[src/rtl/uart_bus_responder_if.sv]
// Native picosoc memory bus between a CPU-side master and the UART responder.
// Handshake: the master raises mem_valid with addr/wdata/wstrb and holds them stable until
// mem_ready; mem_ready is a one-cycle pulse that completes the transfer, and mem_valid seen
// in the cycle right after that pulse is ignored so a late deassertion cannot start a repeat.
interface uart_bus_responder_if;
    logic        mem_valid;
    logic        mem_ready;
    logic [31:0] mem_addr;
    logic [31:0] mem_wdata;
    logic [3:0]  mem_wstrb;
    logic [31:0] mem_rdata;

    modport master (
        output mem_valid, mem_addr, mem_wdata, mem_wstrb,
        input  mem_ready, mem_rdata
    );

    modport slave (
        input  mem_valid, mem_addr, mem_wdata, mem_wstrb,
        output mem_ready, mem_rdata
    );
endinterface

[src/rtl/uart_bus_responder.sv]
// Memory-mapped UART: divider and data registers on the picosoc native bus,
// an 8N1 transmitter and a receiver feeding a small receive FIFO.
module uart_bus_responder #(
    parameter logic [31:0] DIV_ADDR    = 32'h0200_0004,
    parameter logic [31:0] DATA_ADDR   = 32'h0200_0008,
    parameter logic [31:0] DEFAULT_DIV = 32'd138,
    parameter int          RX_DEPTH    = 4
) (
    input  logic                 clk,
    input  logic                 reset,
    uart_bus_responder_if.slave  bus,
    output logic                 ser_tx,
    input  logic                 ser_rx,
    output logic [1:0]           tx_state_dbg,
    output logic [1:0]           rx_state_dbg
);
    localparam int PW = $clog2(RX_DEPTH);
    localparam logic [PW:0] FULL_CNT = (PW+1)'(RX_DEPTH);

    typedef enum logic [1:0] {TX_IDLE, TX_START, TX_DATA, TX_STOP} tx_state_t;
    typedef enum logic [1:0] {RX_IDLE, RX_START, RX_DATA, RX_STOP} rx_state_t;

    logic [31:0] div_q;
    logic [31:0] eff_div;
    logic        ignore_q;
    logic        tx_go;
    logic [7:0]  tx_byte;

    logic        hit_div, hit_data, req_ok, is_wr, tx_free;
    logic        acc_div, acc_rd, acc_dw, pop, push_ok, empty, full;

    tx_state_t   tx_state, tx_state_n;
    logic [31:0] tx_cnt, tx_cnt_n, tx_per, tx_per_n;
    logic [2:0]  tx_bit, tx_bit_n;
    logic [7:0]  tx_shift, tx_shift_n;
    logic        tx_line_n;

    rx_state_t   rx_state, rx_state_n;
    logic [31:0] rx_cnt, rx_cnt_n, rx_per, rx_per_n;
    logic [2:0]  rx_bit, rx_bit_n;
    logic [7:0]  rx_shift, rx_shift_n;
    logic        rx_push;
    logic        rx_s1, rx_s2, rx_s3;

    logic [7:0]    fifo_mem [RX_DEPTH];
    logic [PW-1:0] wr_ptr, rd_ptr;
    logic [PW:0]   count;

    // Very small dividers cannot fit the RX half-bit and centre sampling.
    assign eff_div = (div_q < 32'd3) ? 32'd3 : div_q;

    assign hit_div  = (bus.mem_addr == DIV_ADDR);
    assign hit_data = (bus.mem_addr == DATA_ADDR);
    assign req_ok   = bus.mem_valid && !bus.mem_ready && !ignore_q;
    assign is_wr    = |bus.mem_wstrb;
    assign tx_free  = (tx_state == TX_IDLE) && !tx_go;
    assign acc_div  = req_ok && hit_div;
    assign acc_rd   = req_ok && hit_data && !is_wr;
    assign acc_dw   = req_ok && hit_data && is_wr && (!bus.mem_wstrb[0] || tx_free);

    assign empty   = (count == '0);
    assign full    = (count == FULL_CNT);
    assign pop     = acc_rd && !empty;
    assign push_ok = rx_push && (!full || pop);

    assign tx_state_dbg = tx_state;
    assign rx_state_dbg = rx_state;

    always_ff @(posedge clk) begin
        if (reset) begin
            bus.mem_ready <= 1'b0;
            bus.mem_rdata <= 32'd0;
            ignore_q      <= 1'b0;
            div_q         <= DEFAULT_DIV;
            tx_go         <= 1'b0;
            tx_byte       <= 8'd0;
        end else begin
            bus.mem_ready <= acc_div || acc_rd || acc_dw;
            ignore_q      <= bus.mem_ready;
            tx_go         <= acc_dw && bus.mem_wstrb[0];
            if (acc_dw && bus.mem_wstrb[0])
                tx_byte <= bus.mem_wdata[7:0];
            if (acc_div) begin
                if (is_wr) begin
                    for (int i = 0; i < 4; i++)
                        if (bus.mem_wstrb[i])
                            div_q[8*i +: 8] <= bus.mem_wdata[8*i +: 8];
                end else begin
                    bus.mem_rdata <= div_q;
                end
            end
            if (acc_rd)
                bus.mem_rdata <= empty ? 32'hFFFF_FFFF : {24'd0, fifo_mem[rd_ptr]};
        end
    end

    always_comb begin
        tx_state_n = tx_state;
        tx_cnt_n   = tx_cnt;
        tx_per_n   = tx_per;
        tx_bit_n   = tx_bit;
        tx_shift_n = tx_shift;
        tx_line_n  = 1'b1;
        case (tx_state)
            TX_IDLE: if (tx_go) begin
                tx_state_n = TX_START;
                tx_cnt_n   = 32'd0;
                tx_per_n   = eff_div;
                tx_shift_n = tx_byte;
            end
            TX_START: if (tx_cnt >= tx_per) begin
                tx_state_n = TX_DATA;
                tx_cnt_n   = 32'd0;
                tx_per_n   = eff_div;
                tx_bit_n   = 3'd0;
            end else tx_cnt_n = tx_cnt + 32'd1;
            TX_DATA: if (tx_cnt >= tx_per) begin
                tx_cnt_n   = 32'd0;
                tx_per_n   = eff_div;
                tx_shift_n = {1'b0, tx_shift[7:1]};
                if (tx_bit == 3'd7) tx_state_n = TX_STOP;
                else tx_bit_n = tx_bit + 3'd1;
            end else tx_cnt_n = tx_cnt + 32'd1;
            TX_STOP: if (tx_cnt >= tx_per) tx_state_n = TX_IDLE;
                     else tx_cnt_n = tx_cnt + 32'd1;
            default: tx_state_n = TX_IDLE;
        endcase
        // The line is registered from the next state so it changes on the bit boundary edge.
        case (tx_state_n)
            TX_START: tx_line_n = 1'b0;
            TX_DATA:  tx_line_n = tx_shift_n[0];
            default:  tx_line_n = 1'b1;
        endcase
    end

    always_ff @(posedge clk) begin
        if (reset) begin
            tx_state <= TX_IDLE;
            tx_cnt   <= 32'd0;
            tx_per   <= 32'd0;
            tx_bit   <= 3'd0;
            tx_shift <= 8'd0;
            ser_tx   <= 1'b1;
        end else begin
            tx_state <= tx_state_n;
            tx_cnt   <= tx_cnt_n;
            tx_per   <= tx_per_n;
            tx_bit   <= tx_bit_n;
            tx_shift <= tx_shift_n;
            ser_tx   <= tx_line_n;
        end
    end

    always_comb begin
        rx_state_n = rx_state;
        rx_cnt_n   = rx_cnt;
        rx_per_n   = rx_per;
        rx_bit_n   = rx_bit;
        rx_shift_n = rx_shift;
        rx_push    = 1'b0;
        case (rx_state)
            RX_IDLE: if (rx_s3 && !rx_s2) begin
                rx_state_n = RX_START;
                rx_cnt_n   = 32'd0;
                rx_per_n   = eff_div;
            end
            RX_START: if (rx_cnt >= (rx_per >> 1)) begin
                rx_state_n = rx_s2 ? RX_IDLE : RX_DATA;
                rx_cnt_n   = 32'd0;
                rx_per_n   = eff_div;
                rx_bit_n   = 3'd0;
            end else rx_cnt_n = rx_cnt + 32'd1;
            RX_DATA: if (rx_cnt >= rx_per) begin
                rx_cnt_n   = 32'd0;
                rx_per_n   = eff_div;
                rx_shift_n = {rx_s2, rx_shift[7:1]};
                if (rx_bit == 3'd7) rx_state_n = RX_STOP;
                else rx_bit_n = rx_bit + 3'd1;
            end else rx_cnt_n = rx_cnt + 32'd1;
            RX_STOP: if (rx_cnt >= rx_per) begin
                rx_push    = rx_s2;
                rx_state_n = RX_IDLE;
            end else rx_cnt_n = rx_cnt + 32'd1;
            default: rx_state_n = RX_IDLE;
        endcase
    end

    always_ff @(posedge clk) begin
        if (reset) begin
            rx_s1    <= 1'b1;
            rx_s2    <= 1'b1;
            rx_s3    <= 1'b1;
            rx_state <= RX_IDLE;
            rx_cnt   <= 32'd0;
            rx_per   <= 32'd0;
            rx_bit   <= 3'd0;
            rx_shift <= 8'd0;
            wr_ptr   <= '0;
            rd_ptr   <= '0;
            count    <= '0;
        end else begin
            rx_s1    <= ser_rx;
            rx_s2    <= rx_s1;
            rx_s3    <= rx_s2;
            rx_state <= rx_state_n;
            rx_cnt   <= rx_cnt_n;
            rx_per   <= rx_per_n;
            rx_bit   <= rx_bit_n;
            rx_shift <= rx_shift_n;
            if (push_ok) wr_ptr <= wr_ptr + PW'(1);
            if (pop)     rd_ptr <= rd_ptr + PW'(1);
            if (push_ok && !pop)      count <= count + (PW+1)'(1);
            else if (!push_ok && pop) count <= count - (PW+1)'(1);
        end
    end

    always_ff @(posedge clk) begin
        if (push_ok) fifo_mem[wr_ptr] <= rx_shift;
    end
endmodule

[src/flat_wrapper.sv]
// flat-port wrapper written by rule: the top's interface ports become plain ports
module uart_bus_responder_flat 
#(
    parameter logic [31:0] DIV_ADDR    = 32'h0200_0004,
    parameter logic [31:0] DATA_ADDR   = 32'h0200_0008,
    parameter logic [31:0] DEFAULT_DIV = 32'd138,
    parameter int          RX_DEPTH    = 4
)
  (clk, reset, ser_tx, ser_rx, tx_state_dbg, rx_state_dbg, bus_mem_valid, bus_mem_addr, bus_mem_wdata, bus_mem_wstrb, bus_mem_ready, bus_mem_rdata);
  uart_bus_responder_if bus_i ();
  input  logic clk;
  input  logic reset;
  output logic ser_tx;
  input  logic ser_rx;
  output logic [1:0] tx_state_dbg;
  output logic [1:0] rx_state_dbg;
  input wire logic [$bits(bus_i.mem_valid)-1:0] bus_mem_valid;
  input wire logic [$bits(bus_i.mem_addr)-1:0] bus_mem_addr;
  input wire logic [$bits(bus_i.mem_wdata)-1:0] bus_mem_wdata;
  input wire logic [$bits(bus_i.mem_wstrb)-1:0] bus_mem_wstrb;
  output wire logic [$bits(bus_i.mem_ready)-1:0] bus_mem_ready;
  output wire logic [$bits(bus_i.mem_rdata)-1:0] bus_mem_rdata;
  assign bus_i.mem_valid = bus_mem_valid;
  assign bus_i.mem_addr = bus_mem_addr;
  assign bus_i.mem_wdata = bus_mem_wdata;
  assign bus_i.mem_wstrb = bus_mem_wstrb;
  assign bus_mem_ready = bus_i.mem_ready;
  assign bus_mem_rdata = bus_i.mem_rdata;
  uart_bus_responder #(.DIV_ADDR(DIV_ADDR), .DATA_ADDR(DATA_ADDR), .DEFAULT_DIV(DEFAULT_DIV), .RX_DEPTH(RX_DEPTH)) u_core (.clk(clk), .reset(reset), .bus(bus_i), .ser_tx(ser_tx), .ser_rx(ser_rx), .tx_state_dbg(tx_state_dbg), .rx_state_dbg(rx_state_dbg));
endmodule
[config.mk]
export PLATFORM = sky130hd
export DESIGN_NAME = uart_bus_responder_flat
export DESIGN_NICKNAME = d
export VERILOG_FILES = /design/src/rtl/uart_bus_responder_if.sv /design/src/rtl/uart_bus_responder.sv /design/src/flat_wrapper.sv
export SDC_FILE = /design/constraint.sdc
export NUM_CORES = 1
export LEC_CHECK = 0
export ABC_AREA = 0
export BUFFER_PORTS_ARGS = -buffer_cell sky130_fd_sc_hd__buf_2
export CAP_MARGIN = 15
export CORE_ASPECT_RATIO = 0.75
export CORE_MARGIN = 4
export CORE_UTILIZATION = 40
export CTS_CLUSTER_DIAMETER = 100
export CTS_CLUSTER_SIZE = 30
export DETAILED_ROUTE_END_ITERATION = 10
export PLACE_DENSITY = 0.65
export RECOVER_POWER = 100
export SYNTH_ARGS = -nofsm -noshare
export SYNTH_HDL_FRONTEND = slang
export SYNTH_SLANG_ARGS = --single-unit
[constraint.sdc]
create_clock -name clk -period 10.4 [get_ports clk]
set_input_delay 2.08 -clock clk [delete_from_list [all_inputs] [get_ports clk]]
set_output_delay 2.08 -clock clk [all_outputs]
set_load 0.05 [all_outputs]
==> results.md <==
- Syn Area/Cell: between 9 and 10 um^2
- Clock Skew: between 0.02 and 0.03 ns
- Total Routing Usage GR: 0.180
- Final GP Congestion: between 0.8 and 0.9
- Die W: approximately 220 um
- Setup violators final: 0
- Die area: around 0.038 mm^2
- Dpl cells: ~2,000
- #FFs+latches synth: ~270
- 1st-iter DRT viols: between 900 and 1,000
- Routed vias/inst: between 5 and 6
- Critical Path Fanout Max: 71
- CTS clk-pin slew, worst paths: around 0.12 ns
- CP max-delay cell: clkbuf_1
- Clk root buf: clkbuf_16
- Peak VDD IR: 0.0000851 V
- Final Hold Vio Count: 0
- CTS tree: built
- Worst EP arrival: between 6 and 7 ns
- Drt wl/cell: 17.1 um
- Post-Syn Instances: 1,498
- First-pass GRT wire length: around 56,000 um
- Netlist cell types: 77
- Post-CTS Resized: 0
- Max-slew violations: 141
- CP startpoint kind: input pin
- Critical-path cell list: clkbuf_1, clkbuf_1, or2_2, a2bb2oi_4, o21ba_1
- Most frequent CP cell: clkbuf_1
- Initial antenna violation count: 0
- I/O pins: 110
- Worst min-delay path class: reg -> reg
- Number of post-CTS setup repair buffers: 0
- Final Non-Filler Cells: slightly above 2,000
- Tcrit/Tclk final: 0.565
- Vias in the first global route: a little over 10,000
- Initial core utilization: 0.409
- Ant. Diodes: 0
- Critical path buffer and inverter count: 2
- Final worst slack: 4.52 ns
- Final Core Density: 0.445
- Syn Nets: between 1,500 and 2,000
- Gr ovfl total: 0
- Tmin final: roughly 6 ns
- Post-route DRC: 0
- # hold bufs at CTS: 0
- Max cap viols: 3
- Fmax: 0.170 GHz
- Syn Std Cell Area: around 0.014 mm^2
- Clock latency on the worst-skew pair: 0.51 ns
- Slowest stage delay, CP: approximately 2.4 ns
- Delay-heaviest family, CP: buffers and inverters
- Place WS: just under 5 ns
- Failing checks: capacitance limit, slew limit
- Total CTS buffers: 13
- Drt pass-1 iters: 5
- Setup CP Type: in -> reg
- Synth Warn #: 0
- Number of I/O port buffers: 109
- Most frequent cells in the layout: 242 x dfxtp_1, 217 x nor2_1, 116 x ha_1, 109 x nand2_1, 95 x a21oi_1
- Fraction of layout cells with a size suffix above 1: 0.0860
- Status: finished with violations
- Cell area power density: 121 mW/mm^2
- Area growth syn-to-layout: 8.83%
- Number of enable flip-flop cells after synthesis: 32
- Via count: 10,900
- Nets@finish: 1,754
- Slew Limit Headroom: -1.20
- Slew @ Worst Pin: approximately 3.3 ns
- FFs w/ async S/R, synth: 0
- Crit end category: flip-flop
- Design area: ~0.015 mm^2
- Seq/Total Area, Yosys: 0.421
- Total power: ~1.8 mW
- Deepest level of the CTS H-tree: 1
- Post-Route WL: 34,600 um
- Post-DP Area: ~0.015 mm^2
- Final setup TNS: 0 ns
- Hold Slack: 0.438 ns
- RSZ-0062 raised after global routing: false
- Critical path data required time: around 11 ns
- Post-DP HPWL: roughly 26,000 um
- Die Span Y: between 150 and 200 um
- Core Box Area: about 0.034 mm^2
- Largest net degree at the start of global routing: 92
- Row count: just under 60
- P_leak: between 5 and 6 nW
- Commonest non-fill, non-tap cell in the layout: dfxtp_1
- Clock Tree Buf Depth: 3
- Routed Antenna Nets: 0
- Ys flop type: dfxtp_1
- CTS Sinks: around 270
-- area by class of cell --
class,count,area [um^2]
flip-flops and latches,274,5810
clock inverters,3,36.3
inverters,94,353
clock buffers,16,347
fillers,3325,18700
repair buffers,120,568
multi-input cells,1062,7330
well taps,450,563
-- kinds of logic after synthesis --
group | Yosys count | synth area share
AND/OR/NAND/NOR | 552 | 0.191
flip-flops | 274 | 0.421
AO/OA/AOI/OAI | 230 | 0.114
buffers and inverters | 162 | 0.0473
adder cells (fa/ha/maj) | 117 | 0.107
multiplexers | 103 | 0.0822
XOR/XNOR | 60 | 0.0381
-- sequential cells by signal, indices dropped and copies added (netlist names), 8 cells and up, named ones only --
| name | count |
|---|---|
| u_core.bus.mem_rdata | 32 |
| u_core.div_q | 32 |
| u_core.fifo_mem | 32 |
| u_core.rx_cnt | 32 |
| u_core.rx_per | 32 |
| u_core.tx_cnt | 32 |
| u_core.tx_per | 32 |
| u_core.rx_shift | 8 |
| u_core.tx_byte | 8 |
| u_core.tx_shift | 8 |
-- worst paths after layout --
kind,to,slack (ns),depth (start not counted),start
worst max-delay path,u_core.rx_cnt[31],4.52,5,reset
worst min-delay path,u_core.rx_s2,0.44,1,u_core.rx_s1
worst min register to register,u_core.rx_s2,0.44,1,u_core.rx_s1
worst max register to register,u_core.tx_cnt[24],5.65,11,u_core.tx_per[13]
-- power by group --
part           total (mW)  switching (mW)  internal, mW
clock network       0.598           0.351         0.247
logic               0.142          0.0927        0.0491
registers            1.08         0.00559          1.07
total                1.82           0.449          1.37
-- layer usage --
metal  part of all wire  vias to the layer above  GRT usage
met5                  0                        -          0
met2               0.41                      268      0.271
li1                   -                     5418          -
met1               0.52                     5160      0.280
met4              0.013                        0     0.0279
met3              0.056                       30     0.0236
-- synthesized netlist by cell type (4+ instances only) --
master | instances | area (um^2)
nor4_1 | 22 | 138
dfxtp_1 | 242 | 4840
nor2_1 | 216 | 811
o21a_1 | 4 | 30.0
a21o_1 | 6 | 45.0
buf_1 | 7 | 26.3
o211ai_1 | 5 | 37.5
edfxtp_1 | 32 | 961
mux4_2 | 8 | 180
nand4_1 | 43 | 269
and4_1 | 8 | 70.1
inv_1 | 93 | 349
o21ai_0 | 25 | 125
xor2_1 | 36 | 315
a211oi_2 | 4 | 50.1
clkbuf_1 | 42 | 158
a211oi_1 | 33 | 248
nand2b_1 | 9 | 56.3
and3_1 | 18 | 113
a221oi_1 | 7 | 61.3
or2_2 | 4 | 25.0
mux2i_1 | 93 | 931
ha_1 | 116 | 1450
nor3_1 | 29 | 145
o21ai_1 | 5 | 25.0
and2_1 | 14 | 87.6
nor2b_1 | 6 | 37.5
or3_1 | 8 | 50.1
nor2_2 | 7 | 43.8
nand2_1 | 109 | 409
xnor2_1 | 24 | 210
a2111o_1 | 5 | 56.3
buf_2 | 14 | 70.1
nand3_1 | 41 | 205
a21oi_1 | 96 | 480
No activity file was read; power rests on OpenSTA's default activity.
